File: config.mk
export PLATFORM = sky130hd
export DESIGN_NAME = i2c_tca6416a_controller_flat
export DESIGN_NICKNAME = d
export VERILOG_FILES = /design/src/rtl/i2c_tca6416a_controller_if.sv /design/src/rtl/i2c_tca6416a_controller.sv /design/src/flat_wrapper.sv
export SDC_FILE = /design/constraint.sdc
export NUM_CORES = 1
export LEC_CHECK = 0
export CAP_MARGIN = 30
export CORE_AREA = 2 2 115 117
export CTS_CLUSTER_SIZE = 25
export DETAILED_ROUTE_END_ITERATION = 8
export DIE_AREA = 0 0 117 119
export GPL_TIMING_DRIVEN = 0
export HOLD_SLACK_MARGIN = 0.1
export PLACE_DENSITY_LB_ADDON = 0.12
export SYNTH_ARGS = -nofsm -noshare
export SYNTH_HDL_FRONTEND = slang
export SYNTH_SLANG_ARGS = --single-unit
File: constraint.sdc
create_clock -name clock_i -period 4.4 [get_ports clock_i]
set_clock_uncertainty 0.15 [all_clocks]
set_input_delay 0.44 -clock clock_i [delete_from_list [all_inputs] [get_ports clock_i]]
set_output_delay 0.44 -clock clock_i [all_outputs]
set_load 0.02 [all_outputs]
File: src/rtl/i2c_tca6416a_controller_if.sv
// Writer-side bus of the TCA6416A controller: transfer fields, the
// start/stop handshake and the shared bit timing.
interface i2c_tca6416a_controller_if;
    logic       unit_o;
    logic [7:0] command_o;
    logic [7:0] data_0_o;
    logic [7:0] data_1_o;
    logic       start_o;
    logic       stop_i;
    logic [1:0] bit_phase_o;
    logic       bit_phase_inc_o;

    modport master (
        output unit_o, command_o, data_0_o, data_1_o, start_o,
        output bit_phase_o, bit_phase_inc_o,
        input  stop_i
    );

    modport slave (
        input  unit_o, command_o, data_0_o, data_1_o, start_o,
        input  bit_phase_o, bit_phase_inc_o,
        output stop_i
    );
endinterface

File: src/rtl/i2c_tca6416a_controller.sv
// TCA6416A controller: sends the four configuration/output-init writes to
// the two expanders after reset, then arbitrates runtime output-word writes
// from two requesters onto a single shared I2C byte writer.
module i2c_tca6416a_controller #(
    parameter int          CLOCK_DIV   = 8,
    parameter logic [15:0] CONFIG_0    = 16'h0000,
    parameter logic [15:0] CONFIG_1    = 16'h0000,
    parameter logic [15:0] OUTPUT_INIT = 16'hFFFF,
    parameter int          TIMEOUT     = 255
) (
    input  logic        clock_i,
    input  logic        reset_n_i,
    input  logic        out0_req_i,
    input  logic [15:0] out0_data_i,
    output logic        out0_ack_o,
    input  logic        out1_req_i,
    input  logic [15:0] out1_data_i,
    output logic        out1_ack_o,
    output logic        init_done_o,
    output logic        busy_o,
    output logic        error_o,
    i2c_tca6416a_controller_if.master bus
);

    localparam int PRESC_W = (CLOCK_DIV > 1) ? $clog2(CLOCK_DIV) : 1;
    localparam int TOUT_W  = (TIMEOUT > 1) ? $clog2(TIMEOUT + 1) : 1;
    localparam logic [PRESC_W-1:0] PRESC_LAST = PRESC_W'(CLOCK_DIV - 1);
    localparam logic [TOUT_W-1:0]  TOUT_LAST  = TOUT_W'(TIMEOUT - 1);

    localparam logic [7:0] CMD_OUTPUT = 8'h02;
    localparam logic [7:0] CMD_CONFIG = 8'h06;

    typedef enum logic [1:0] {
        S_INIT,
        S_ISSUE,
        S_WAIT,
        S_IDLE
    } state_t;

    state_t              state_q;
    logic [1:0]          step_q;
    logic [PRESC_W-1:0]  presc_q;
    logic [1:0]          phase_q;
    logic [TOUT_W-1:0]   tout_q;
    logic                unit_q;
    logic [7:0]          cmd_q;
    logic [15:0]         word_q;
    logic                start_q;
    logic                ack0_q;
    logic                ack1_q;
    logic                init_done_q;
    logic                error_q;
    logic                rr_q;
    logic                pend0_q;
    logic                pend1_q;
    logic [15:0]         pdata0_q;
    logic [15:0]         pdata1_q;

    logic                phase_inc;
    logic                accept;
    logic                timed_out;
    logic                serve_unit1;

    // Init sequence table: {unit, command, word} for each of the four steps.
    function automatic logic [24:0] init_xfer(input logic [1:0] step);
        logic [24:0] x;
        case (step)
            2'd0:    x = {1'b0, CMD_CONFIG, CONFIG_0};
            2'd1:    x = {1'b1, CMD_CONFIG, CONFIG_1};
            2'd2:    x = {1'b0, CMD_OUTPUT, OUTPUT_INIT};
            default: x = {1'b1, CMD_OUTPUT, OUTPUT_INIT};
        endcase
        return x;
    endfunction

    assign phase_inc = (presc_q == PRESC_LAST);

    // Decode acceptance, timeout expiry and the round-robin winner.
    always_comb begin
        accept      = 1'b0;
        timed_out   = 1'b0;
        serve_unit1 = 1'b0;
        accept      = (state_q == S_ISSUE) && phase_inc && (phase_q == 2'd3);
        timed_out   = (state_q == S_WAIT) && !bus.stop_i && phase_inc && (tout_q == TOUT_LAST);
        serve_unit1 = pend1_q && (!pend0_q || rr_q);
    end

    // Free-running bit-phase prescaler; the phase advances on the clock after each inc pulse.
    always_ff @(posedge clock_i or negedge reset_n_i) begin
        if (!reset_n_i) begin
            presc_q <= '0;
            phase_q <= 2'd0;
        end else if (phase_inc) begin
            presc_q <= '0;
            phase_q <= phase_q + 2'd1;
        end else begin
            presc_q <= presc_q + PRESC_W'(1);
        end
    end

    // Transfer sequencer: init steps, runtime arbitration, timeout and pending capture.
    always_ff @(posedge clock_i or negedge reset_n_i) begin
        if (!reset_n_i) begin
            state_q     <= S_INIT;
            step_q      <= 2'd0;
            tout_q      <= '0;
            unit_q      <= 1'b0;
            cmd_q       <= 8'h00;
            word_q      <= 16'h0000;
            start_q     <= 1'b0;
            ack0_q      <= 1'b0;
            ack1_q      <= 1'b0;
            init_done_q <= 1'b0;
            error_q     <= 1'b0;
            rr_q        <= 1'b0;
            pend0_q     <= 1'b0;
            pend1_q     <= 1'b0;
            pdata0_q    <= 16'h0000;
            pdata1_q    <= 16'h0000;
        end else begin
            ack0_q <= 1'b0;
            ack1_q <= 1'b0;

            case (state_q)
                S_INIT: begin
                    {unit_q, cmd_q, word_q} <= init_xfer(step_q);
                    start_q <= 1'b1;
                    state_q <= S_ISSUE;
                end

                S_ISSUE: begin
                    if (accept) begin
                        start_q <= 1'b0;
                        tout_q  <= '0;
                        state_q <= S_WAIT;
                    end
                end

                S_WAIT: begin
                    if (phase_inc && !bus.stop_i) begin
                        tout_q <= tout_q + TOUT_W'(1);
                    end
                    if (bus.stop_i || timed_out) begin
                        if (timed_out) begin
                            error_q <= 1'b1;
                        end
                        if (!init_done_q) begin
                            if (step_q == 2'd3) begin
                                init_done_q <= 1'b1;
                                state_q     <= S_IDLE;
                            end else begin
                                step_q  <= step_q + 2'd1;
                                {unit_q, cmd_q, word_q} <= init_xfer(step_q + 2'd1);
                                start_q <= 1'b1;
                                state_q <= S_ISSUE;
                            end
                        end else begin
                            state_q <= S_IDLE;
                            if (bus.stop_i) begin
                                if (unit_q) begin
                                    ack1_q <= 1'b1;
                                end else begin
                                    ack0_q <= 1'b1;
                                end
                            end
                        end
                    end
                end

                default: begin
                    if (init_done_q && (pend0_q || pend1_q)) begin
                        unit_q  <= serve_unit1;
                        cmd_q   <= CMD_OUTPUT;
                        word_q  <= serve_unit1 ? pdata1_q : pdata0_q;
                        start_q <= 1'b1;
                        rr_q    <= !serve_unit1;
                        state_q <= S_ISSUE;
                        if (serve_unit1) begin
                            pend1_q <= 1'b0;
                        end else begin
                            pend0_q <= 1'b0;
                        end
                    end
                end
            endcase

            // A request on the same clock as its unit entering ISSUE must win over the clear.
            if (out0_req_i) begin
                pend0_q  <= 1'b1;
                pdata0_q <= out0_data_i;
            end
            if (out1_req_i) begin
                pend1_q  <= 1'b1;
                pdata1_q <= out1_data_i;
            end
        end
    end

    assign bus.unit_o          = unit_q;
    assign bus.command_o       = cmd_q;
    assign bus.data_0_o        = word_q[7:0];
    assign bus.data_1_o        = word_q[15:8];
    assign bus.start_o         = start_q;
    assign bus.bit_phase_o     = phase_q;
    assign bus.bit_phase_inc_o = phase_inc;

    assign out0_ack_o  = ack0_q;
    assign out1_ack_o  = ack1_q;
    assign init_done_o = init_done_q;
    assign error_o     = error_q;
    assign busy_o      = (state_q != S_IDLE);

endmodule

File: src/flat_wrapper.sv
// flat-port wrapper written by rule: the top's interface ports become plain ports
module i2c_tca6416a_controller_flat 
#(
    parameter int          CLOCK_DIV   = 8,
    parameter logic [15:0] CONFIG_0    = 16'h0000,
    parameter logic [15:0] CONFIG_1    = 16'h0000,
    parameter logic [15:0] OUTPUT_INIT = 16'hFFFF,
    parameter int          TIMEOUT     = 255
)
  (clock_i, reset_n_i, out0_req_i, out0_data_i, out0_ack_o, out1_req_i, out1_data_i, out1_ack_o, init_done_o, busy_o, error_o, bus_unit_o, bus_command_o, bus_data_0_o, bus_data_1_o, bus_start_o, bus_bit_phase_o, bus_bit_phase_inc_o, bus_stop_i);
  i2c_tca6416a_controller_if bus_i ();
  input  logic clock_i;
  input  logic reset_n_i;
  input  logic out0_req_i;
  input  logic [15:0] out0_data_i;
  output logic out0_ack_o;
  input  logic out1_req_i;
  input  logic [15:0] out1_data_i;
  output logic out1_ack_o;
  output logic init_done_o;
  output logic busy_o;
  output logic error_o;
  output wire logic [$bits(bus_i.unit_o)-1:0] bus_unit_o;
  output wire logic [$bits(bus_i.command_o)-1:0] bus_command_o;
  output wire logic [$bits(bus_i.data_0_o)-1:0] bus_data_0_o;
  output wire logic [$bits(bus_i.data_1_o)-1:0] bus_data_1_o;
  output wire logic [$bits(bus_i.start_o)-1:0] bus_start_o;
  output wire logic [$bits(bus_i.bit_phase_o)-1:0] bus_bit_phase_o;
  output wire logic [$bits(bus_i.bit_phase_inc_o)-1:0] bus_bit_phase_inc_o;
  input wire logic [$bits(bus_i.stop_i)-1:0] bus_stop_i;
  assign bus_unit_o = bus_i.unit_o;
  assign bus_command_o = bus_i.command_o;
  assign bus_data_0_o = bus_i.data_0_o;
  assign bus_data_1_o = bus_i.data_1_o;
  assign bus_start_o = bus_i.start_o;
  assign bus_bit_phase_o = bus_i.bit_phase_o;
  assign bus_bit_phase_inc_o = bus_i.bit_phase_inc_o;
  assign bus_i.stop_i = bus_stop_i;
  i2c_tca6416a_controller #(.CLOCK_DIV(CLOCK_DIV), .CONFIG_0(CONFIG_0), .CONFIG_1(CONFIG_1), .OUTPUT_INIT(OUTPUT_INIT), .TIMEOUT(TIMEOUT)) u_core (.clock_i(clock_i), .reset_n_i(reset_n_i), .out0_req_i(out0_req_i), .out0_data_i(out0_data_i), .out0_ack_o(out0_ack_o), .out1_req_i(out1_req_i), .out1_data_i(out1_data_i), .out1_ack_o(out1_ack_o), .init_done_o(init_done_o), .busy_o(busy_o), .error_o(error_o), .bus(bus_i));
endmodule
==> results.txt <==
In the post-route analysis, the smallest setup slack over all paths is 1.96 ns. The share of the synthesized area in the top cell type was 0.514. The buffer type at the clock tree root is sky130_fd_sc_hd__clkbuf_16.

The logs give 0.00370 mm2 for the post-synthesis instance area and 121 for the detailed router's first-iteration violation count. The power density over the cells came out at 342 mW/mm2. The tools report the die footprint as 0.0139 mm2. The relative slew slack was 0.591; the TritonCTS buffer count was 9. The category of the critical setup timing path is register to output port. The number of H-tree branching levels is 3, and the setup slack on the worst flop-to-flop path is 2.07 ns.

The tools report the fraction of power consumed by sequential logic as 0.441. The number of global-route vias before repair was 2591. Setup repair after global routing left no endpoint under its margin. The number of placement rows is 42, and the synthesized netlist cell count is 309.

The number of antenna violations at the first check in global routing came out at 0. The proportion of layout cells with a drive suffix above 1 works out to 0.231. The total of cells resized after clock tree synthesis is 0. The cell type contributing the most total cell area after synthesis is sky130_fd_sc_hd__dfrtp_1. The HPWL after detailed placement is 5930 um, and the actual slew at the worst max-slew pin is 0.614 ns. For the maximum vdd ir drop, the log shows 186 uV.

Yosys attributes the largest share of cell area to sky130_fd_sc_hd__dfrtp_1, sky130_fd_sc_hd__mux2_2, sky130_fd_sc_hd__ha_1. The final core area utilization was 0.383; the clock sink count was 76. The area of the core was 0.0129 mm2; the first-pass GRT wire length was 14200 um. In the final timing run, aggregate negative setup slack is 0 ns. The filler cells instantiated in the layout total 1277. The average wire per standard cell is 14.8 um.

For this design, the slowest cell found on the critical path is sky130_fd_sc_hd__clkdlybuf4s50_1. Timing would allow up to 0.410 GHz. sky130_fd_sc_hd__dfrtp_1 is the most common cell in the netlist. The run gives 0 as the final-report hold violation count. The fraction of synthesis flops using an asynchronous set or reset pin was 1.00; the number of synthesized flops with an enable pin was 0.

Measured along the y axis, the die boundary spans 119 um. For the buffer levels on the longest clock path, the log shows 2. Data on the critical path arrives at its endpoint at 1.85 ns.

Counting flops and latches in the post-synthesis netlist gives 76. The commonest register cell after synthesis is sky130_fd_sc_hd__dfrtp_1. The run gives 0 as the leftover overflow at the end of global routing. The startpoint identified for the worst hold timing path is u_core.presc_q[0]. In this design, the critical path's most frequently occurring cell is sky130_fd_sc_hd__ha_1. The final period demand of the worst path was 2.44 ns; the delay of the slowest critical-path stage was 0.67 ns. The count of buffers added on input and output ports is 62. From synthesis to final layout, the design area changed by 33.2%.

For this run, design rule violations remaining after detail routing come to 0. The wire length reported by the detailed router was 8420 um; the CTS clock-pin slew for the worst setup and hold paths was 0.06 ns. The cell count of the worst reg-to-reg path is 7, and the leakage power figure is 0.00221 uW. The Yosys step of the flow raised 0 warnings. The worst setup path is captured at an output port.

TritonCTS built the clock tree. The total global-route track usage is 0.133. In this run the worst hold path is classified as register to register. In the synthesized netlist, the cells that appear most often are sky130_fd_sc_hd__dfrtp_1, sky130_fd_sc_hd__mux2_2, sky130_fd_sc_hd__nand2_1. The share of total power in the clock network is 0.492, and the highest net fanout along the worst path is 7. The run gives 0.514 as the share of the yosys chip area belonging to registers. The later pin in the worst-skew pair is clocked with a latency of 0.33 ns. The width of the die works out to 117 um.

The tools report the category of the worst setup path launch point as a register. Entering global routing, the biggest net connects 68 pins. The share of the clock period used by the worst path works out to 0.554. The number of top-level design ports was 71; the effective utilization at floorplan was 0.287. The per-cell via count in the routed design works out to 4.49. The tool flagged a number of max-cap violations equal to 0. For the iteration count of the initial detailed-routing pass, the log shows 4. The internal portion of total power is 1330 uW.

The synthesized netlist contains 44 unique library cells. At the end of routability-driven placement, the weighted congestion stood at 0.736. Across all layers, the routed design uses 2558 vias. The antenna violation net count after detailed routing was 0; the pre-CTS worst setup slack was 2.05 ns.

The switching portion of total power was 0.213. Walking the worst path, the cells encountered are ha_1 > ha_1 > clkdlybuf4s50_1. Setup-violating endpoint count in the final report: 0.

The tools report the source of the worst register-to-register timing path as u_core.state_q[0]. Overall power consumption after layout is estimated at 1690 uW. The run finished with clean final reports. The average cell area after synthesis is 12.0 um2.

The repair_antennas step left the layout with diodes totalling 0. The path with the worst hold slack has its endpoint at u_core.presc_q[0]. The number of max-slew violations in the final report is 0, and the count of nets after finishing is 442. The hold-critical path depth is 1. The net switching power came out at 360 uW. The share of power burned in combinational logic is 0.068, and the required time at the worst-slack endpoint is 3.81 ns. In this run the critical register-to-register path is captured at u_core.word_q[1].
==> how the worst max path moves through the flow <==
stage	start	endpoint	slack, ns	depth (start not counted)
after floorplan	u_core.presc_q[0]	u_core.word_q[0]	2.34	7
after global placement	reset_n_i	u_core.pdata0_q[2]	-0.23	1
after detailed placement	u_core.state_q[0]	u_core.word_q[1]	2.05	7
after CTS	u_core.presc_q[0]	bus_bit_phase_inc_o	1.93	3
after global routing	u_core.presc_q[0]	bus_bit_phase_inc_o	1.86	3
final	u_core.presc_q[0]	bus_bit_phase_inc_o	1.96	3
==> state kept, by name (all words and copies together), names as in the netlist <==
| name | flops |
|---|---|
| u_core.bus.bit_phase_o | 2 |
| u_core.bus.command_o | 2 |
| u_core.bus.start_o | 1 |
| u_core.bus.unit_o | 1 |
| u_core.error_o | 1 |
| u_core.init_done_o | 1 |
| u_core.out0_ack_o | 1 |
| u_core.out1_ack_o | 1 |
| u_core.pdata0_q | 16 |
| u_core.pdata1_q | 16 |
| u_core.pend0_q | 1 |
| u_core.pend1_q | 1 |
| u_core.presc_q | 3 |
| u_core.rr_q | 1 |
| u_core.state_q | 2 |
| u_core.step_q | 2 |
| u_core.tout_q | 8 |
| u_core.word_q | 16 |
==> worst max-delay path: cells and delay by family (launching register included) <==
| kind | cells | cell delay [ns] |
|---|---|---|
| buf+inv | 1 | 0.67 |
| fa+ha+maj | 2 | 0.49 |
| flops | 1 | 0.35 |
==> stage by stage <==
stage               hold slack [ns]  std cells  instance area, um2
global placement              0.264        552                4560
CTS                           0.291        570                4930
global route                  0.304        570                4930
floorplan                  -0.00559        314                3720
finish                        0.285        570                4930
detailed placement            0.146        553                4590
==> kinds of logic (layout without fill, tap and decap cells) <==
| logic type | Yosys count | count (layout) | synth area share |
|---|---|---|---|
| other | 1 | 6 | 0.00101 |
| AOI/OAI and AO/OA | 43 | 43 | 0.0862 |
| and+or+nand+nor | 77 | 77 | 0.104 |
| buffers and inverters | 34 | 114 | 0.0497 |
| adders and majority gates | 16 | 16 | 0.0541 |
| xor gates and xnor gates | 5 | 5 | 0.0118 |
| DFF | 76 | 76 | 0.514 |
| muxes | 57 | 57 | 0.180 |
==> power by group through the flow <==
stage	clock (uW)	combinational (uW)	sequential, uW
3_3_place_gp	0	112	756
5_1_grt	889	126	747
3_5_place_dp	0	116	756
6_report	830	114	743
2_1_floorplan	0	58.8	752
4_1_cts	855	117	743
==> per-layer routing <==
metal	up-vias	share of wire	GRT usage
met1	1246	0.49	0.197
met3	10	0.044	0.0295
met4	0	0.018	0.0515
li1	1249	-	-
met2	53	0.45	0.188
met5	-	0	0
==> cell type report <==
type	instances	area (um2)	area share
multi-input cells	204	1630	0.331
inverters	10	37.5	0.00761
well taps	176	220	0.0447
repair buffers	64	656	0.133
plain buffers	24	146	0.0297
flip-flops and latches	76	1900	0.386
clock inverters	5	82.6	0.0167
clock buffers	11	253	0.0513
==> cells in the final DEF (no fill, tap or decap), types with 3 or more instances in the layout <==
cell type / n
sky130_fd_sc_hd__clkdlybuf4s50_1: 61
sky130_fd_sc_hd__mux2_2: 43
sky130_fd_sc_hd__buf_4: 8
sky130_fd_sc_hd__buf_2: 6
sky130_fd_sc_hd__clkbuf_16: 9
sky130_fd_sc_hd__mux2_4: 8
sky130_fd_sc_hd__conb_1: 6
sky130_fd_sc_hd__inv_1: 10
sky130_fd_sc_hd__nor3_1: 3
sky130_fd_sc_hd__mux2i_1: 6
sky130_fd_sc_hd__o21ai_0: 4
sky130_fd_sc_hd__nor2_1: 12
sky130_fd_sc_hd__xnor2_1: 4
sky130_fd_sc_hd__buf_6: 3
sky130_fd_sc_hd__o211ai_1: 19
sky130_fd_sc_hd__nand3_1: 5
sky130_fd_sc_hd__nand4_1: 18
sky130_fd_sc_hd__ha_1: 16
sky130_fd_sc_hd__nand2_1: 26
sky130_fd_sc_hd__dfrtp_1: 76
sky130_fd_sc_hd__clkbuf_1: 6
sky130_fd_sc_hd__nand2b_1: 4
sky130_fd_sc_hd__a21o_1: 4
==> timing repair <==
item,in CTS,in global routing
endpoints found under the hold margin,9,0
hold buffers,1,0
buffers inserted,0,0
setup endpoints to repair,0,0
Note: power is estimated with default switching activity, not from simulation.
